--- config.mk ---
export PLATFORM = sky130hd
export DESIGN_NAME = spi_byte_master
export DESIGN_NICKNAME = d
export VERILOG_FILES = /design/src/rtl/spi_byte_master_pkg.sv /design/src/rtl/spi_clkgen.sv /design/src/rtl/spi_byte_master.sv
export SDC_FILE = /design/constraint.sdc
export NUM_CORES = 1
export LEC_CHECK = 0
export CAP_MARGIN = 20
export CORE_MARGIN = 10
export CORE_UTILIZATION = 49
export CTS_BUF_LIST = sky130_fd_sc_hd__clkbuf_2 sky130_fd_sc_hd__clkbuf_4 sky130_fd_sc_hd__clkbuf_8
export CTS_CLUSTER_SIZE = 40
export DETAILED_ROUTE_END_ITERATION = 6
export PLACE_DENSITY = 0.79
export SKIP_CTS_REPAIR_TIMING = 1
export SLEW_MARGIN = 10
export SYNTH_ARGS = -nofsm -noshare
export SYNTH_HDL_FRONTEND = slang
export SYNTH_SLANG_ARGS = --single-unit
export TNS_END_PERCENT = 10
--- constraint.sdc ---
create_clock -name clk_in -period 1.6 [get_ports clk_in]
set_input_delay 0.32 -clock clk_in [delete_from_list [all_inputs] [get_ports clk_in]]
set_output_delay 0.32 -clock clk_in [all_outputs]
set_load 0.05 [all_outputs]
--- src/rtl/spi_byte_master_pkg.sv ---
// spi_byte_master_pkg
//   Shared constants for the SPI byte master: default transfer width,
//   default SCLK half-period, FSM state encodings and a counter-width helper.
//   No ports; imported by spi_byte_master and spi_clkgen.

package spi_byte_master_pkg;

  // Default transfer width in bits.
  localparam int SPI_LEN = 8;

  // Default SCLK half-period, in clk_in cycles.
  localparam int SPI_CLKDIV_DEFAULT = 4;

  // FSM state encodings (plain constants so legacy tooling can decode them).
  localparam logic [1:0] ST_IDLE  = 2'd0;
  localparam logic [1:0] ST_SETUP = 2'd1;
  localparam logic [1:0] ST_SHIFT = 2'd2;
  localparam logic [1:0] ST_HOLD  = 2'd3;

  // Counter width for a counter that must reach max_count: $clog2(n)+1 bits.
  function automatic int cnt_width(input int max_count);
    return $clog2(max_count) + 1;
  endfunction

endpackage

--- src/rtl/spi_clkgen.sv ---
// spi_clkgen
//   Half-period timebase and SCLK level generator for spi_byte_master.
//   While en is high a divider counts clk_in cycles; tick pulses on the last
//   cycle of each half-period. On a tick with toggle high, sclk inverts.
//   In hold_mode the divider runs one count longer (CLKDIV+1 cycles), which
//   covers the cycle carrying rx_valid plus a full CLKDIV guard period.
//   Dropping en clears the divider and parks sclk low.
//
//   Ports
//     clk_in     in   system clock, rising edge
//     rst        in   asynchronous active-high reset
//     en         in   run the divider (FSM not IDLE)
//     hold_mode  in   use the extended CS hold period
//     toggle     in   allow sclk to invert on this tick
//     tick       out  last cycle of the current period
//     sclk       out  registered SCLK level (mode 0, idles low)

module spi_clkgen
  import spi_byte_master_pkg::*;
#(
  parameter int CLKDIV = SPI_CLKDIV_DEFAULT
) (
  input  logic clk_in,
  input  logic rst,
  input  logic en,
  input  logic hold_mode,
  input  logic toggle,
  output logic tick,
  output logic sclk
);

  localparam int DW = cnt_width(CLKDIV);
  localparam logic [DW-1:0] HALF_LAST = DW'(CLKDIV - 1);
  localparam logic [DW-1:0] HOLD_LAST = DW'(CLKDIV);

  if (CLKDIV < 1) begin : g_bad_clkdiv
    $fatal(1, "spi_clkgen: CLKDIV must be at least 1");
  end

  logic [DW-1:0] div_cnt;
  logic [DW-1:0] limit;

  assign limit = hold_mode ? HOLD_LAST : HALF_LAST;
  assign tick  = en && (div_cnt == limit);

  always_ff @(posedge clk_in or posedge rst) begin
    if (rst) begin
      div_cnt <= '0;
      sclk    <= 1'b0;
    end else if (!en) begin
      div_cnt <= '0;
      sclk    <= 1'b0;
    end else if (tick) begin
      div_cnt <= '0;
      if (toggle) begin
        sclk <= ~sclk;
      end
    end else begin
      div_cnt <= div_cnt + 1'b1;
    end
  end

endmodule

--- src/rtl/spi_byte_master.sv ---
// spi_byte_master
//   Single-byte SPI mode-0 master with per-transfer chip-select mask and
//   optional CS hold between bytes.
//
//   Handshake: a request is accepted in any cycle where tx_valid and
//   tx_ready are both high; tx_data, cs_mask and hold_cs are captured in that
//   cycle only. tx_ready is high exactly when the FSM is IDLE. rx_valid is a
//   one-cycle pulse with no back-pressure; rx_data holds until the next pulse.
//
//   Timeline for a handshake in cycle T (C = CLKDIV, L = LEN):
//     T+1            CS = ~cs_mask, MOSI = first bit, SETUP (C cycles, SCLK low)
//     T+1+C          SHIFT: L periods of C high + C low cycles
//     T+1+(2L+1)C    rx_valid; then HOLD (CS kept) or IDLE (CS held by hold_cs)
//
//   Ports
//     clk_in      in   system clock, rising edge
//     rst         in   asynchronous active-high reset
//     tx_valid    in   transfer request
//     tx_ready    out  FSM is IDLE and can accept a request
//     tx_data     in   byte to send, MSB first
//     cs_mask     in   lines to select (1 = select)
//     hold_cs     in   keep CS asserted after this byte
//     cs_release  in   pulse in IDLE to deassert a held CS
//     rx_valid    out  one-cycle pulse, rx_data valid
//     rx_data     out  last received byte
//     busy        out  FSM is not IDLE
//     MISO        in   serial data from slave
//     MOSI        out  serial data to slave
//     SCLK        out  serial clock, idles low
//     CS          out  active-low chip selects
//     state_dbg   out  current FSM state encoding

module spi_byte_master
  import spi_byte_master_pkg::*;
#(
  parameter int LEN    = SPI_LEN,
  parameter int IONUM  = 1,
  parameter int CLKDIV = SPI_CLKDIV_DEFAULT
) (
  input  logic             clk_in,
  input  logic             rst,
  input  logic             tx_valid,
  output logic             tx_ready,
  input  logic [LEN-1:0]   tx_data,
  input  logic [IONUM-1:0] cs_mask,
  input  logic             hold_cs,
  input  logic             cs_release,
  output logic             rx_valid,
  output logic [LEN-1:0]   rx_data,
  output logic             busy,
  input  logic             MISO,
  output logic             MOSI,
  output logic             SCLK,
  output logic [IONUM-1:0] CS,
  output logic [1:0]       state_dbg
);

  localparam int BW = cnt_width(LEN);
  localparam logic [BW-1:0] BITS_ALL  = BW'(LEN);
  localparam logic [BW-1:0] LAST_FALL = BW'(LEN - 1);

  if (CLKDIV < 1) begin : g_bad_clkdiv
    $fatal(1, "spi_byte_master: CLKDIV must be at least 1");
  end
  if (LEN < 2) begin : g_bad_len
    $fatal(1, "spi_byte_master: LEN must be at least 2");
  end

  logic [1:0]     state;
  logic [1:0]     state_nxt;
  logic [LEN-1:0] tx_shift;
  logic [LEN-1:0] rx_shift;
  logic [BW-1:0]  bit_cnt;   // falling edges completed in this transfer
  logic           hold_lat;

  logic tick;
  logic clk_en;
  logic hold_mode;
  logic toggle;
  logic last_low;
  logic rise_evt;
  logic fall_evt;
  logic end_evt;

  assign tx_ready  = (state == ST_IDLE);
  assign busy      = (state != ST_IDLE);
  assign state_dbg = state;

  assign clk_en    = (state != ST_IDLE);
  assign hold_mode = (state == ST_HOLD);

  // The final low phase follows the LEN-th falling edge; its tick ends the
  // shift and must not raise SCLK again.
  assign last_low = (state == ST_SHIFT) && !SCLK && (bit_cnt == BITS_ALL);
  assign toggle   = (state == ST_SETUP) || ((state == ST_SHIFT) && !last_low);

  // Edge events are the ticks on which the registered SCLK will change.
  // The end of SETUP is the first rising edge.
  assign rise_evt = tick && !SCLK &&
                    ((state == ST_SETUP) ||
                     ((state == ST_SHIFT) && (bit_cnt != BITS_ALL)));
  assign fall_evt = tick && SCLK && (state == ST_SHIFT);
  assign end_evt  = tick && last_low;

  spi_clkgen #(
    .CLKDIV(CLKDIV)
  ) u_clkgen (
    .clk_in   (clk_in),
    .rst      (rst),
    .en       (clk_en),
    .hold_mode(hold_mode),
    .toggle   (toggle),
    .tick     (tick),
    .sclk     (SCLK)
  );

  always_comb begin
    state_nxt = state;
    case (state)
      ST_IDLE: begin
        if (tx_valid) begin
          state_nxt = ST_SETUP;
        end
      end
      ST_SETUP: begin
        if (tick) begin
          state_nxt = ST_SHIFT;
        end
      end
      ST_SHIFT: begin
        if (end_evt) begin
          state_nxt = hold_lat ? ST_IDLE : ST_HOLD;
        end
      end
      ST_HOLD: begin
        if (tick) begin
          state_nxt = ST_IDLE;
        end
      end
      default: state_nxt = ST_IDLE;
    endcase
  end

  always_ff @(posedge clk_in or posedge rst) begin
    if (rst) begin
      state    <= ST_IDLE;
      tx_shift <= '0;
      rx_shift <= '0;
      bit_cnt  <= '0;
      hold_lat <= 1'b0;
      MOSI     <= 1'b0;
      CS       <= '1;
      rx_valid <= 1'b0;
      rx_data  <= '0;
    end else begin
      state    <= state_nxt;
      rx_valid <= 1'b0;

      // MISO is sampled directly; the slave holds it stable across the
      // rising edge, which is at least one clk_in cycle after it changed.
      if (rise_evt) begin
        rx_shift <= {rx_shift[LEN-2:0], MISO};
      end

      case (state)
        ST_IDLE: begin
          // A request wins over a coinciding cs_release; switching straight
          // to the new mask leaves no deassert gap on a held CS.
          if (tx_valid) begin
            tx_shift <= {tx_data[LEN-2:0], 1'b0};
            MOSI     <= tx_data[LEN-1];
            CS       <= ~cs_mask;
            hold_lat <= hold_cs;
            bit_cnt  <= '0;
          end else if (cs_release) begin
            CS <= '1;
          end
        end
        ST_SHIFT: begin
          if (fall_evt) begin
            bit_cnt <= bit_cnt + 1'b1;
            if (bit_cnt != LAST_FALL) begin
              MOSI     <= tx_shift[LEN-1];
              tx_shift <= {tx_shift[LEN-2:0], 1'b0};
            end
          end
          if (end_evt) begin
            rx_valid <= 1'b1;
            rx_data  <= rx_shift;
          end
        end
        ST_HOLD: begin
          if (tick) begin
            CS <= '1;
          end
        end
        default: ;
      endcase
    end
  end

endmodule

==> results of run 1 <==
-- worst paths after layout --
| check | from | endpoint | slack [ns] | cells after the start |
|---|---|---|---|---|
| max in group asynchronous | rst | rx_data[6]$_DFFE_PP0P_ | 0.92 | 3 |
| min reg2reg | rx_shift[7]$_DFFE_PP0P_ | rx_shift[7]$_DFFE_PP0P_ | 0.52 | 1 |
| min | rst | rx_data[1]$_DFFE_PP0P_ | 0.21 | 2 |
| min in group clk_in | cs_mask | CS$_DFFE_PP1P_ | 0.49 | 2 |
| max reg2reg | state_dbg[0]$_DFFE_PP0P_ | tx_shift[6]$_DFFE_PP0P_ | -0.09 | 7 |
| max | state_dbg[0]$_DFFE_PP0P_ | busy | -0.11 | 4 |
-- placed cells by master (no fill, tap or decap), types with 3 or more instances in the layout --
cell,netlist,final
dfrtp_2,0,3
mux2_2,17,17
ha_1,3,3
mux2_4,7,7
dfrtp_1,36,33
inv_1,6,5
a21oi_1,4,4
nand2_1,10,10
buf_12,0,7
nor2_1,23,22
nand3_1,4,4
clkdlybuf4s50_1,0,14
nor3_1,4,4
buf_6,0,4
clkbuf_4,0,5
buf_4,0,34
-- worst max-delay path, delay by kind of cell, from the launching register on --
family                 cells  cell delay (ns)
flip-flops                 1             0.45
buffers and inverters      3             0.41
AND/OR/NAND/NOR            1             0.18
-- layer usage --
layer | vias to the layer above | share of wire (%) | global-route usage, %
li1 | 665 | - | -
met1 | 680 | 42 | 15.6
met2 | 47 | 51 | 22.7
met3 | 11 | 5.6 | 4.23
met4 | 0 | 1.8 | 5.28
met5 | - | 0 | 0
-- power breakdown --
part           switching [uW]  internal [uW]  leakage (uW)
sequential               8.83            948      0.000475
combinational            34.2           51.2      0.000723
clock                     341            331     0.0000414
-- cell families after synthesis --
| kind of cell | count (synthesis) |
|---|---|
| AO/OA/AOI/OAI | 22 |
| XOR/XNOR | 1 |
| adder cells (fa/ha/maj) | 4 |
| buffers and inverters | 10 |
| flip-flops | 37 |
| multiplexers | 24 |
| AND/OR/NAND/NOR | 56 |
-- state kept, by name, indices dropped and copies added (netlist names) --
| signal | count |
|---|---|
| CS | 1 |
| MOSI | 1 |
| bit_cnt | 4 |
| hold_lat | 1 |
| rx_data | 8 |
| rx_shift | 8 |
| rx_valid | 1 |
| state_dbg | 2 |
| tx_shift | 7 |
| u_clkgen.div_cnt | 3 |
| u_clkgen.sclk | 1 |
-- metrics by stage --
stage               std cells  setup WS (ns)  setup TNS [ns]  hold WS [ns]
floorplan                 154         -0.190           -1.56         0.372
detailed placement        249         -0.103          -0.955         0.492
global route              263         -0.158           -2.55         0.226
finish                    263         -0.106           -1.16         0.211
CTS                       257         -0.219          -0.645         0.210
global placement          249        -0.0807          -0.666         0.489
-- cell type report --
class                      instances  area [um^2]  area share, %
timing repair buffer              59          581           23.0
tap                               46         57.6           2.28
multi-input combinational        107          842           33.4
clock buffer                       5         37.5           1.49
sequential                        37          931           36.9
clock inverter                     3         46.3           1.84
inverter                           6         26.3           1.04
==> flow_summary.ini, run 1 <==
[grt]
grt_pass1_wl_mm = 6.93
grt_max_degree = 20
antenna_found_initial = 0
grt_pass1_vias = 1456
grt_usage_pct = 13.5
grt_overflow_total = 0

[synthesis]
synthSimpleGateAreaFrac_pct = 16.1
ys_warn_count = 0
synth_most_common_cell = dfrtp_1
synthXorXnorAreaFrac_pct = 0.492
netlist_top_cells_count = 36 x dfrtp_1, 23 x nor2_1, 17 x mux2_2
synth_seq_cells = 37
ys_types = 42
synth_fa_ha_area_share_pct = 2.67
synth_top_family_by_area = multiplexers
syn_nets = 172
synth_compound_area_share_pct = 9.77
netlist_area_mm2 = 0.00178
synth_edf_count = 0
netlist.area_leader.share_pct = 50.6
async_flop_share_pct = 100
synth_area_leader_cell = dfrtp_1
ys_seq_area_share_pct = 52.1
synth_area_per_cell_um2 = 11.6
synth.area.mux_share_pct = 16.7
syn_inst = 154
synth_ff_type = dfrtp_1
synthTopCellsByArea = dfrtp_1 51%, mux2_2 11%, mux2_4 5.9%

[worst_setup_path]
path_common_cell = buf_6
start_kind = flip-flop
end_kind = primary output
crit_path_max_fanout = 6
worst_ep_arrival_time_ns = 1.39
cp_slowest_stage_delay_ns = 0.45
path_cells = buf_6 > nor2_4 > clkinvlp_4 > buf_6
crit_type = flip-flop to primary output
cp_slowest_cell = dfrtp_2
critPathRequiredTime_ns = 1.28

[sta]
worst_slew_pin_slew_ns = 0.388
final_hold_viol_count = 0
setup_slack_ns = -0.106
rsz0062_at_grt = yes
min_period_ns = 1.71
period_share_pct = 107
final-setup-viol-count = 18
max-slew-margin-rel_pct = 74.1
slew_violations = 0
fin_skew_ns = 0.0121
max_freq_mhz = 586

[finish]
finalNetCount = 234
utilization_pct = 73.8
drive_gt1_share_pct = 43.8
n_fill_cell = 229
final_area_mm2 = 0.00252
antennaDiodeCount = 0
area_growth_pct = 41.6

[clocking]
cts_tree = yes
cts_buffers = 5
cts_sinks = 37
htree_num_levels = 2
clock_latency_ns = 0.36
clkTransAtPathRegs_ns = 0.12
root_buffer = clkbuf_4
clk_path_buf_depth = 2

[status]
status = finished with violations
violations = negative setup slack

[drt]
viasPerCell = 5.33
drc_errors = 0
ant_nets = 0
drt_iter0_markers = 96
wl_mm = 4.28
drtPass1Iterations = 6
wl_per_cell_um = 16.3
dr_total_vias = 1403

[floorplan]
die_x_um = 80.3
start_util_pct = 52.1
boundaryPins = 31
num_rows = 21
coreArea_mm2 = 0.00342
die_y_um = 80.3
dieArea_mm2 = 0.00644

[pwr]
p_total_uw = 1710
power.leakage_uw = 0.00124
power_density_mw_per_mm2 = 680
ir_worst_vdd_mv = 0.595

[placed_design]
io_buffer_count = 30
dpl-instance-area_mm2 = 0.00236
place_hpwl_mm = 3.14
place_congestion = 0.804

[worst_hold_path]
hp-class = primary input to async pin

[flow_run]
maxCapViolCount = 0
(Power assumes the default switching activity.)
==> inputs of run 2 (changes only) <==
--- a/config.mk
+++ b/config.mk
@@ -11,6 +11,7 @@
 export CTS_BUF_LIST = sky130_fd_sc_hd__clkbuf_2 sky130_fd_sc_hd__clkbuf_4 sky130_fd_sc_hd__clkbuf_8
 export CTS_CLUSTER_SIZE = 40
 export DETAILED_ROUTE_END_ITERATION = 6
+export HOLD_SLACK_MARGIN = 0.08
 export PLACE_DENSITY = 0.79
 export SKIP_CTS_REPAIR_TIMING = 1
 export SLEW_MARGIN = 10
==> results of run 2 <==
No change in the layout: final DEF, timing and power equal those of run 1.
